**config.mk**
```make
export PLATFORM = sky130hd
export DESIGN_NAME = serial_adder
export DESIGN_NICKNAME = d
export VERILOG_FILES = /design/src/rtl/serial_adder_pkg.sv /design/src/rtl/serial_adder_full_adder_bit.sv /design/src/rtl/serial_adder.sv
export SDC_FILE = /design/constraint.sdc
export NUM_CORES = 1
export LEC_CHECK = 0
export CAP_MARGIN = 40
export CORE_UTILIZATION = 31
export DETAILED_ROUTE_END_ITERATION = 12
export GPL_ROUTABILITY_DRIVEN = 0
export PLACE_DENSITY_LB_ADDON = 0.2
export SYNTH_ARGS = -nofsm -noshare
export SYNTH_HDL_FRONTEND = slang
export SYNTH_SLANG_ARGS = --single-unit
```
**constraint.sdc**
```tcl
create_clock -name clk -period 1.42 [get_ports clk]
set_input_delay 0.142 -clock clk [delete_from_list [all_inputs] [get_ports clk]]
set_output_delay 0.142 -clock clk [all_outputs]
set_load 0.02 [all_outputs]
```
**src/rtl/serial_adder_pkg.sv**
```systemverilog
// Shared types and helpers for the bit-serial adder.
package serial_adder_pkg;

   typedef enum logic [1:0] {
      IDLE  = 2'd0,
      SHIFT = 2'd1,
      DONE  = 2'd2
   } state_t;

   // Bit counter must be able to hold values 0..WIDTH.
   function automatic int cnt_width(input int width);
      return (width < 1) ? 1 : $clog2(width + 1);
   endfunction

endpackage

```
**src/rtl/serial_adder_full_adder_bit.sv**
```systemverilog
// Single full-adder cell used by the serial adder, one bit per clock.
module full_adder_bit (
   input  logic a,
   input  logic b,
   input  logic cin,
   output logic s,
   output logic cout
);

   assign s    = a ^ b ^ cin;
   assign cout = (a & b) | (a & cin) | (b & cin);

endmodule

```
**src/rtl/serial_adder.sv**
```systemverilog
// Bit-serial WIDTH-bit adder, LSB first, with valid/ready on both sides.
// Optional signed overflow output is enabled by defining SERIAL_ADDER_OVF_EN.
module serial_adder
   import serial_adder_pkg::*;
#(
   parameter int WIDTH = 8
) (
   input  logic             clk,
   input  logic             rst,
   input  logic             in_valid,
   output logic             in_ready,
   input  logic [WIDTH-1:0] a,
   input  logic [WIDTH-1:0] b,
   input  logic             cin,
   output logic             out_valid,
   input  logic             out_ready,
   output logic [WIDTH-1:0] sum,
   output logic             cout,
`ifdef SERIAL_ADDER_OVF_EN
   output logic             ovf,
`endif
   output logic             busy
);

   localparam int CW = cnt_width(WIDTH);
   localparam logic [CW-1:0] LAST = CW'(WIDTH - 1);

   state_t           state;
   state_t           state_nxt;
   logic [WIDTH-1:0] a_sh;
   logic [WIDTH-1:0] b_sh;
   logic [WIDTH-1:0] sum_sh;
   logic [WIDTH-1:0] sum_nxt;
   logic             carry;
   logic [CW-1:0]    cnt;
   logic             fa_s;
   logic             fa_c;
   logic             last_bit;

   full_adder_bit u_fa (
      .a    (a_sh[0]),
      .b    (b_sh[0]),
      .cin  (carry),
      .s    (fa_s),
      .cout (fa_c)
   );

   // New sum bit enters at the MSB; this form also holds for WIDTH=1.
   assign sum_nxt  = (sum_sh >> 1) | (WIDTH'(fa_s) << (WIDTH - 1));
   assign last_bit = (cnt == LAST);

   always_comb begin
      state_nxt = state;
      case (state)
         IDLE: begin
            if (in_valid) begin
               state_nxt = SHIFT;
            end else begin
               state_nxt = IDLE;
            end
         end
         SHIFT: begin
            if (last_bit) begin
               state_nxt = DONE;
            end else begin
               state_nxt = SHIFT;
            end
         end
         DONE: begin
            if (out_ready) begin
               state_nxt = IDLE;
            end else begin
               state_nxt = DONE;
            end
         end
         default: state_nxt = IDLE;
      endcase
   end

   always_ff @(posedge clk) begin
      if (rst) begin
         state     <= IDLE;
         in_ready  <= 1'b1;
         out_valid <= 1'b0;
         busy      <= 1'b0;
         sum       <= '0;
         cout      <= 1'b0;
         carry     <= 1'b0;
         cnt       <= '0;
         a_sh      <= '0;
         b_sh      <= '0;
         sum_sh    <= '0;
      end else begin
         state     <= state_nxt;
         in_ready  <= (state_nxt == IDLE);
         out_valid <= (state_nxt == DONE);
         busy      <= (state_nxt != IDLE);
         case (state)
            IDLE: begin
               if (in_valid) begin
                  a_sh  <= a;
                  b_sh  <= b;
                  carry <= cin;
                  cnt   <= '0;
               end
            end
            SHIFT: begin
               carry  <= fa_c;
               sum_sh <= sum_nxt;
               a_sh   <= a_sh >> 1;
               b_sh   <= b_sh >> 1;
               cnt    <= cnt + CW'(1);
               if (last_bit) begin
                  sum  <= sum_nxt;
                  cout <= fa_c;
               end
            end
            default: begin
            end
         endcase
      end
   end

`ifdef SERIAL_ADDER_OVF_EN
   // Carry into the MSB is the carry flop on the last bit; carry out is the cell output.
   always_ff @(posedge clk) begin
      if (rst) begin
         ovf <= 1'b0;
      end else if (state == SHIFT && last_bit) begin
         ovf <= carry ^ fa_c;
      end else begin
         ovf <= ovf;
      end
   end
`endif

endmodule
```
======== Word level (Yosys, flattened, before mapping) ========
Cells that the tools add are included.
cells by class
  equal/unequal tests ..................... 5
  mux-type cells .......................... 12
  reductions and logical operators ........ 6
  bitwise gates (word level) .............. 8
  add/subtract/negate cells ............... 1
operators by type and width
  operator             number
  $pmux 8 s2           2
  $mux 8               2
  $or 7x8->8           1
  $pmux 4 s2           1
  $pmux 2 s3           1
  $add 4x1->4 const B  1
  $eq 2x2->1 const B   2
  $eq 4x3->1 const B   1
  $logic_not 2->1      2
  $mux 2               2
  $mux 4               1
  $reduce_and 2->1     2
  $reduce_bool 2->1    2
  $and 1x1->1          3
  $eq 2x1->1 const B   1
  $mux 1               2
  $ne 2x2->1 const B   1
  $or 1x1->1           2
  $pmux 1 s2           1
  $xor 1x1->1          2
word-level totals
  word-level logic and storage cells ...... 43
  output and inout port bits .............. 12
  flip-flop bits (word level) ............. 43

======== Longest topological paths before layout ========
Gate-level depths: netlist of the first run.
  word-level depth ........................ 4
  depth in mapped cells ................... 5

======== Cells and area by module ========
Synthesis of the first run repeated with hierarchy kept, for this count alone.
unflattened totals
  cells, all modules ...................... 200
  area, all modules ....................... 1760.4 µm²
by module, submodules not included
  module          times used  cells each  sequential area each (µm²)  area each (µm²)
  serial_adder    1           199         840.8                       1740.4
  full_adder_bit  1           1           0.0                         20.0

======== Worst setup path after synthesis of the first run ========
No wires, ideal clock.
  path kind ............................... reg-to-reg
  from .................................... reg cnt[0]
  to ...................................... reg cout
  stages on the path, launching flop included .. 6
  buffers on the path ..................... 1
  setup slack ............................. 0.222 ns
  arrival time ............................ 1.124 ns
  data required time ...................... 1.346 ns
  path through ............................ dfxtp_1 -> ha_1 -> nand4b_1 -> or2_1 -> buf_2 -> o21ai_0
on the way
  longest elaborated chain between the ends .. 2
RTL lines
  what                        RTL line             RTL
  start: declaration          serial_adder.sv:35   logic [CW-1:0] cnt;
  start signal: assignment    serial_adder.sv:112  cnt <= cnt + CW'(1);
  $eq 4x3->1                  serial_adder.sv:50   assign last_bit = (cnt == LAST);
  $reduce_and 2->1 (no line)  -
  end signal: assignment      serial_adder.sv:87   cout <= 1'b0;
  end signal: assignment      serial_adder.sv:115  cout <= fa_c;
  end: declaration            serial_adder.sv:18   output logic cout,
Every way passes these cells.
A chain may end at the register's enable or synchronous reset.

======== Worst setup path in the final report of the first run ========
  from .................................... reg cout
  to ...................................... out cout
No word-level cell between the ends.

==> results.toml, run 1 <==
[grt]
track_usage = 0.133
grt_max_degree = 29
gr-total-overflow = 0
grt_pass1_wl_mm = 6.24
antenna_found_initial = 0
grt_pass1_vias = 1382

[synthesis]
yosys_warnings = 0
syn_area_per_cell_um2 = 8.54
ys_seq_area_frac = 0.471
syn_nets = 232
synth_area_um2 = 1790
ys_ff_latch = 42
yosysUniqueCellTypes = 29
syn_inst = 209
synth_area_leader_cell = "dfxtp_1"
synth_top_area_share = 0.471
synthTopCellsByArea = "dfxtp_1 47%, a21oi_1 7.3%, nand2_1 6.7%"

[detailed_routing]
drtPass1Iterations = 4
via_count = 1498
wl_mm = 3.68
drcViolationCount = 0
antenna_left = 0
wl_per_cell_um = 11.6
drtIter0Drc = 58
viasPerCell = 4.71

[critical_path]
cp_data_required_time_ns = 1.28
reg2reg_to = "sum[5]"
r2r_cells = 4
cp_num_buf_inv = 1
slowest_delay_ns = 0.60
endpoint = "cout"
critPathLaunch = "cout"
crit_family = "buffers and inverters"
crit_slowest_cell = "clkdlybuf4s50_1"
crit_cells = 1
r2r_slack_ns = 0.14
cp-end-kind = "output pin"
cp.arrival_ns = 1.22
path_cells = "clkdlybuf4s50_1"
cp-start-kind = "flop"
path_class = "flop to output pin"
cp_max_fo = 2
rr_startpoint = "cnt[1]"

[sta]
tightest_slew_ns = 0.476
fin_crit_sh = 0.956
min_period_ns = 1.36
finalHoldViolations = 0
max_freq_ghz = 0.737
rsz0062_at_grt = "no"
fin_ws_ns = 0.0625
setup_violations = 0
fin_setup_tns_ns = 0
slew_headroom = 0.682
fin_skew_ns = 0.00768
drv_slew = 0

[final_layout]
fin_nets = 268
antenna_cells = 0
fin_util = 0.422
drive_gt1_frac = 0.130
fillCellCount = 568
area_growth_syn_to_layout_pct = 31.0
final_area_um2 = 2340

[clock_network]
clk_pin_slew_ns = 0.08
tritoncts = "built"
clk_latency_ns = 0.29
ctsLongestPathBuffers = 2
numCtsBuffers = 5
cts_root_buffer = "clkbuf_8"
cts_max_level = 2
postCtsSetupBuffers = 0
cts_sinks = 42

[die]
num_rows = 27
die_h_um = 77.9
start_util = 0.322
coreArea_um2 = 5540
fp.dieW_um = 77.9
io_pins = 33
die_area_um2 = 6070

[placed_design]
io_buffers = 32
place_area_um2 = 2230
post-place-ws_ns = 0.0770
hpwl_mm = 2.51

[outcome]
run_status = "finished clean"

[pwr]
ir_drop_v = 0.000467
leakage_nw = 0.890
power_mw = 2.50
p_per_area_nw_per_um2 = 1070

[job]
maxCapViolCount = 0

[worst_hold_path]
holdPathStages = 2
hold_path.class = "input pin to flop"
## worst min-delay path by stage
stage | slack, ns | end | from
global route | 0.34 | sum_sh[2] | rst
detailed placement | 0.45 | sum_sh[1] | sum_sh[1]
CTS | 0.31 | sum_sh[7] | rst
global placement | 0.45 | sum_sh[1] | sum_sh[1]
finish | 0.31 | sum_sh[3] | rst
floorplan | 0.28 | b_sh[1] | b[1]
## cell usage after synthesis
library cell and n:
buf_2 8, buf_4 3, mux2i_1 1, fa_1 1, o21bai_1 1, ha_1 1
o21ai_0 16, dfxtp_1 42, clkbuf_1 5, o211a_1 1, a22oi_1 3, nand2_1 32
a211oi_2 9, or3_1 1, nand4b_1 1, nor3_1 1, o21ba_2 1, nand2b_1 10
a21o_1 1, nor2_1 21, nand3_1 2, nor3b_1 1, or2_1 1, o21ai_1 2
a21oi_1 26, buf_6 1, a31oi_1 1, a211oi_1 6, nor2b_1 10
## logic make-up (layout without fill, tap and decap cells)
| logic type | Yosys count | after routing | share of synthesized area |
|---|---|---|---|
| multiplexers | 1 | 1 | 0.00561 |
| AO/OA/AOI/OAI | 67 | 67 | 0.247 |
| AND/OR/NAND/NOR | 80 | 80 | 0.206 |
| adder cells (fa/ha/maj) | 2 | 2 | 0.0182 |
| buffers and inverters | 17 | 54 | 0.0519 |
| flip-flops | 42 | 42 | 0.471 |
## power by group
| part | switching [mW] | internal [mW] |
|---|---|---|
| logic | 0.156 | 0.161 |
| clock network | 0.388 | 0.526 |
| registers | 0.0320 | 1.23 |
## timing repair
item | CTS | global route
resized for setup | 0 | 2
setup endpoints to repair | 0 | 2
hold buffers | 0 | 0
## final cells by class
cell class,count,area [µm²],share of cell area
Clock buffer,7,76.3,0.0326
Clock inverter,1,30.0,0.0128
Multi-Input combinational cell,150,852,0.364
Sequential cell,42,842,0.360
Tap cell,72,90.1,0.0385
Timing Repair Buffer,46,448,0.192
## state kept, by name, summed over array words and instances, names as in the netlist
register,cells
a_sh,8
sum_sh,7
cnt,4
b_sh,8
out_valid,1
sum,8
busy,1
state,2
in_ready,1
cout,1
carry,1
## through the flow
stage,hold WS [ns],std cells
floorplan,0.283,209
global placement,0.445,310
detailed placement,0.447,310
CTS,0.310,318
global route,0.340,318
finish,0.314,318
## layout by cell type (no fill, tap or decap), types with 3 or more instances in the layout
cell type	n
a211oi_2	9
nand2b_1	10
dfxtp_1	41
a211oi_1	6
nor2_1	21
clkdlybuf4s50_1	30
a21oi_1	26
clkbuf_8	5
nand2_1	32
nor2b_1	10
a22oi_1	3
o21ai_0	16
buf_4	12
## per-layer routing
metal | up-vias | routed length (µm) | GRT usage
met5 | - | 0 | 0
met4 | 0 | 57 | 0.0556
met3 | 6 | 128 | 0.0318
met2 | 31 | 1690 | 0.214
met1 | 679 | 1800 | 0.168
li1 | 782 | - | -
## worst register-to-register path, cell delays in order, from the launching register on
cell and delay (ns):
dfxtp_1 0.35, ha_1 0.19, nand4b_1 0.11, or2_1 0.36, o21ai_0 0.20
No activity file was read; power rests on OpenSTA's default activity.
==> run 2, diff against run 1 <==
ABC_AREA = 1   (was unset)
ABC_CLOCK_PERIOD_IN_PS = 1420   (was unset)
CTS_CLUSTER_SIZE = 30   (was unset)
==> results.toml, run 2 <==
[die]
die_h_um = 76.6
coreArea_um2 = 5240
start_util = 0.329
io_pins = 33
num_rows = 26
fp.dieW_um = 76.6
die_area_um2 = 5860

[grt]
grt_pass1_wl_mm = 6.55
track_usage = 0.139
grt_pass1_vias = 1476
gr-total-overflow = 0
antenna_found_initial = 0
grt_max_degree = 21

[critical_path]
cp-end-kind = "output pin"
cp_data_required_time_ns = 1.28
path_class = "flop to output pin"
cp.arrival_ns = 1.22
r2r_slack_ns = 0.21
cp_max_fo = 2
rr_startpoint = "cnt[0]"
r2r_cells = 6
critPathLaunch = "sum[6]"
slowest_delay_ns = 0.60
path_cells = "clkdlybuf4s50_1"
crit_cells = 1
cp-start-kind = "flop"
crit_family = "buffers and inverters"
reg2reg_to = "sum[6]"
cp_num_buf_inv = 1
endpoint = "sum[6]"
crit_slowest_cell = "clkdlybuf4s50_1"

[final_layout]
drive_gt1_frac = 0.0964
final_cell_mix = "65 x nor2_1, 60 x nand2_1, 42 x dfxtp_1"
fillCellCount = 552
fin_nets = 302
reg.largest.list = "a_sh: 8 flops, b_sh: 8 flops, sum: 8 flops"
area_growth_syn_to_layout_pct = 33.7
fin_cells = 350
antenna_cells = 0
layout_commonest_cell = "nor2_1"

[sta]
setup_violations = 0
fin_crit_sh = 0.959
drv_slew = 0
fin_skew_ns = 0.00460
min_period_ns = 1.36
max_freq_ghz = 0.734
rsz0062_at_grt = "no"
slew_headroom = 0.825
tightest_slew_ns = 0.262
fin_ws_ns = 0.0578
finalHoldViolations = 0
fin_setup_tns_ns = 0

[synthesis]
synth_area_leader_cell = "dfxtp_1"
synth_edf_count = 0
synth_flop_cell = "dfxtp_1"
synthTopCellsByCount = "66 x nor2_1, 60 x nand2_1, 42 x dfxtp_1"
yosys_warnings = 0
syn_area_per_cell_um2 = 7.18
syn_nets = 263
synth_area_um2 = 1720
ys_seq_area_frac = 0.488
syn_inst = 240
yosysUniqueCellTypes = 21
synth_top_area_share = 0.488
synth_most_common_cell = "nor2_1"
ys_ff_latch = 42
synthTopCellsByArea = "dfxtp_1 49%, nor2_1 14%, nand2_1 13%"
async_flop_share = 0

[clock_network]
clk_latency_ns = 0.29
cts_max_level = 2
ctsLongestPathBuffers = 2
numCtsBuffers = 5
cts_sinks = 42
tritoncts = "built"
clk_pin_slew_ns = 0.08
cts_root_buffer = "clkbuf_8"

[detailed_routing]
wl_mm = 3.55
antenna_left = 0
drtIter0Drc = 54
drtPass1Iterations = 4
drcViolationCount = 0
viasPerCell = 4.50
wl_per_cell_um = 10.2
via_count = 1575

[worst_hold_path]
hold_path.class = "input pin to flop"

[placed_design]
post-place-ws_ns = 0.116
hpwl_mm = 2.48
io_buffers = 32
placed_cells = 342

[job]
maxCapViolCount = 0

[pwr]
leakage_nw = 1.07
p_per_area_nw_per_um2 = 1190
ir_drop_v = 0.000433

[outcome]
run_status = "finished clean"
==> run 2: layout make-up <==
type                       count  area [µm²]  share of cell area
clock inverter                 2        60.1              0.0261
clock buffer                   6        82.6              0.0359
timing repair buffer          43         415               0.180
multi-input combinational    179         782               0.339
inverter                       8        35.0              0.0152
tap                           70        87.6              0.0380
sequential                    42         841               0.365
==> run 2: timing repair <==
item	4_1_cts	5_1_grt
resized for setup	0	7
setup buffers	0	0
setup endpoints to repair	0	8
hold buffers	0	0
==> run 2: how the worst min path moves through the flow <==
stage                        from      end  cells past startpoint
after floorplan              a[7]  a_sh[7]                      2
final                        a[7]  a_sh[7]                      3
after global routing         a[7]  a_sh[7]                      3
after global placement    a_sh[7]  a_sh[7]                      2
after CTS                    b[7]  b_sh[7]                      3
after detailed placement  a_sh[7]  a_sh[7]                      2
==> run 2: cell families after synthesis <==
group / count (synthesis) / share of synthesized area
AO/OA/AOI/OAI: 41 / 0.121
buffers and inverters: 19 / 0.0596
flip-flops: 42 / 0.488
adder cells (fa/ha/maj): 2 / 0.0189
AND/OR/NAND/NOR: 136 / 0.312
==> run 2: where the power goes <==
part | internal, mW | leakage (nW) | switching, mW | total [mW]
logic | 0.149 | 0.652 | 0.166 | 0.315
clock network | 0.750 | 0.0714 | 0.402 | 1.15
registers | 1.24 | 0.345 | 0.0366 | 1.28
==> run 2: routing by layer <==
| layer | vias to the layer above | wire, µm | track usage |
|---|---|---|---|
| met3 | 8 | 126 | 0.0299 |
| met2 | 32 | 1660 | 0.234 |
| li1 | 833 | - | - |
| met4 | 0 | 75 | 0.0635 |
| met1 | 702 | 1690 | 0.169 |
| met5 | - | 0 | 0 |
==> run 2: stage by stage <==
| step | utilization | instance area (µm²) | hold WS (ns) | power [mW] |
|---|---|---|---|---|
| after detailed placement | 0.410 | 2150 | 0.459 | 1.62 |
| after global routing | 0.440 | 2300 | 0.440 | 2.90 |
| final | 0.440 | 2300 | 0.411 | 2.75 |
| after global placement | 0.410 | 2150 | 0.455 | 1.62 |
| after floorplan | - | 1720 | 0.285 | 1.50 |
| after CTS | 0.437 | 2290 | 0.404 | 2.79 |
==> run 3, diff against run 2 <==
SLEW_MARGIN = 20   (was unset)
==> results of run 3 <==
Same layout as run 2: the final DEF is identical, and so are final timing and power.
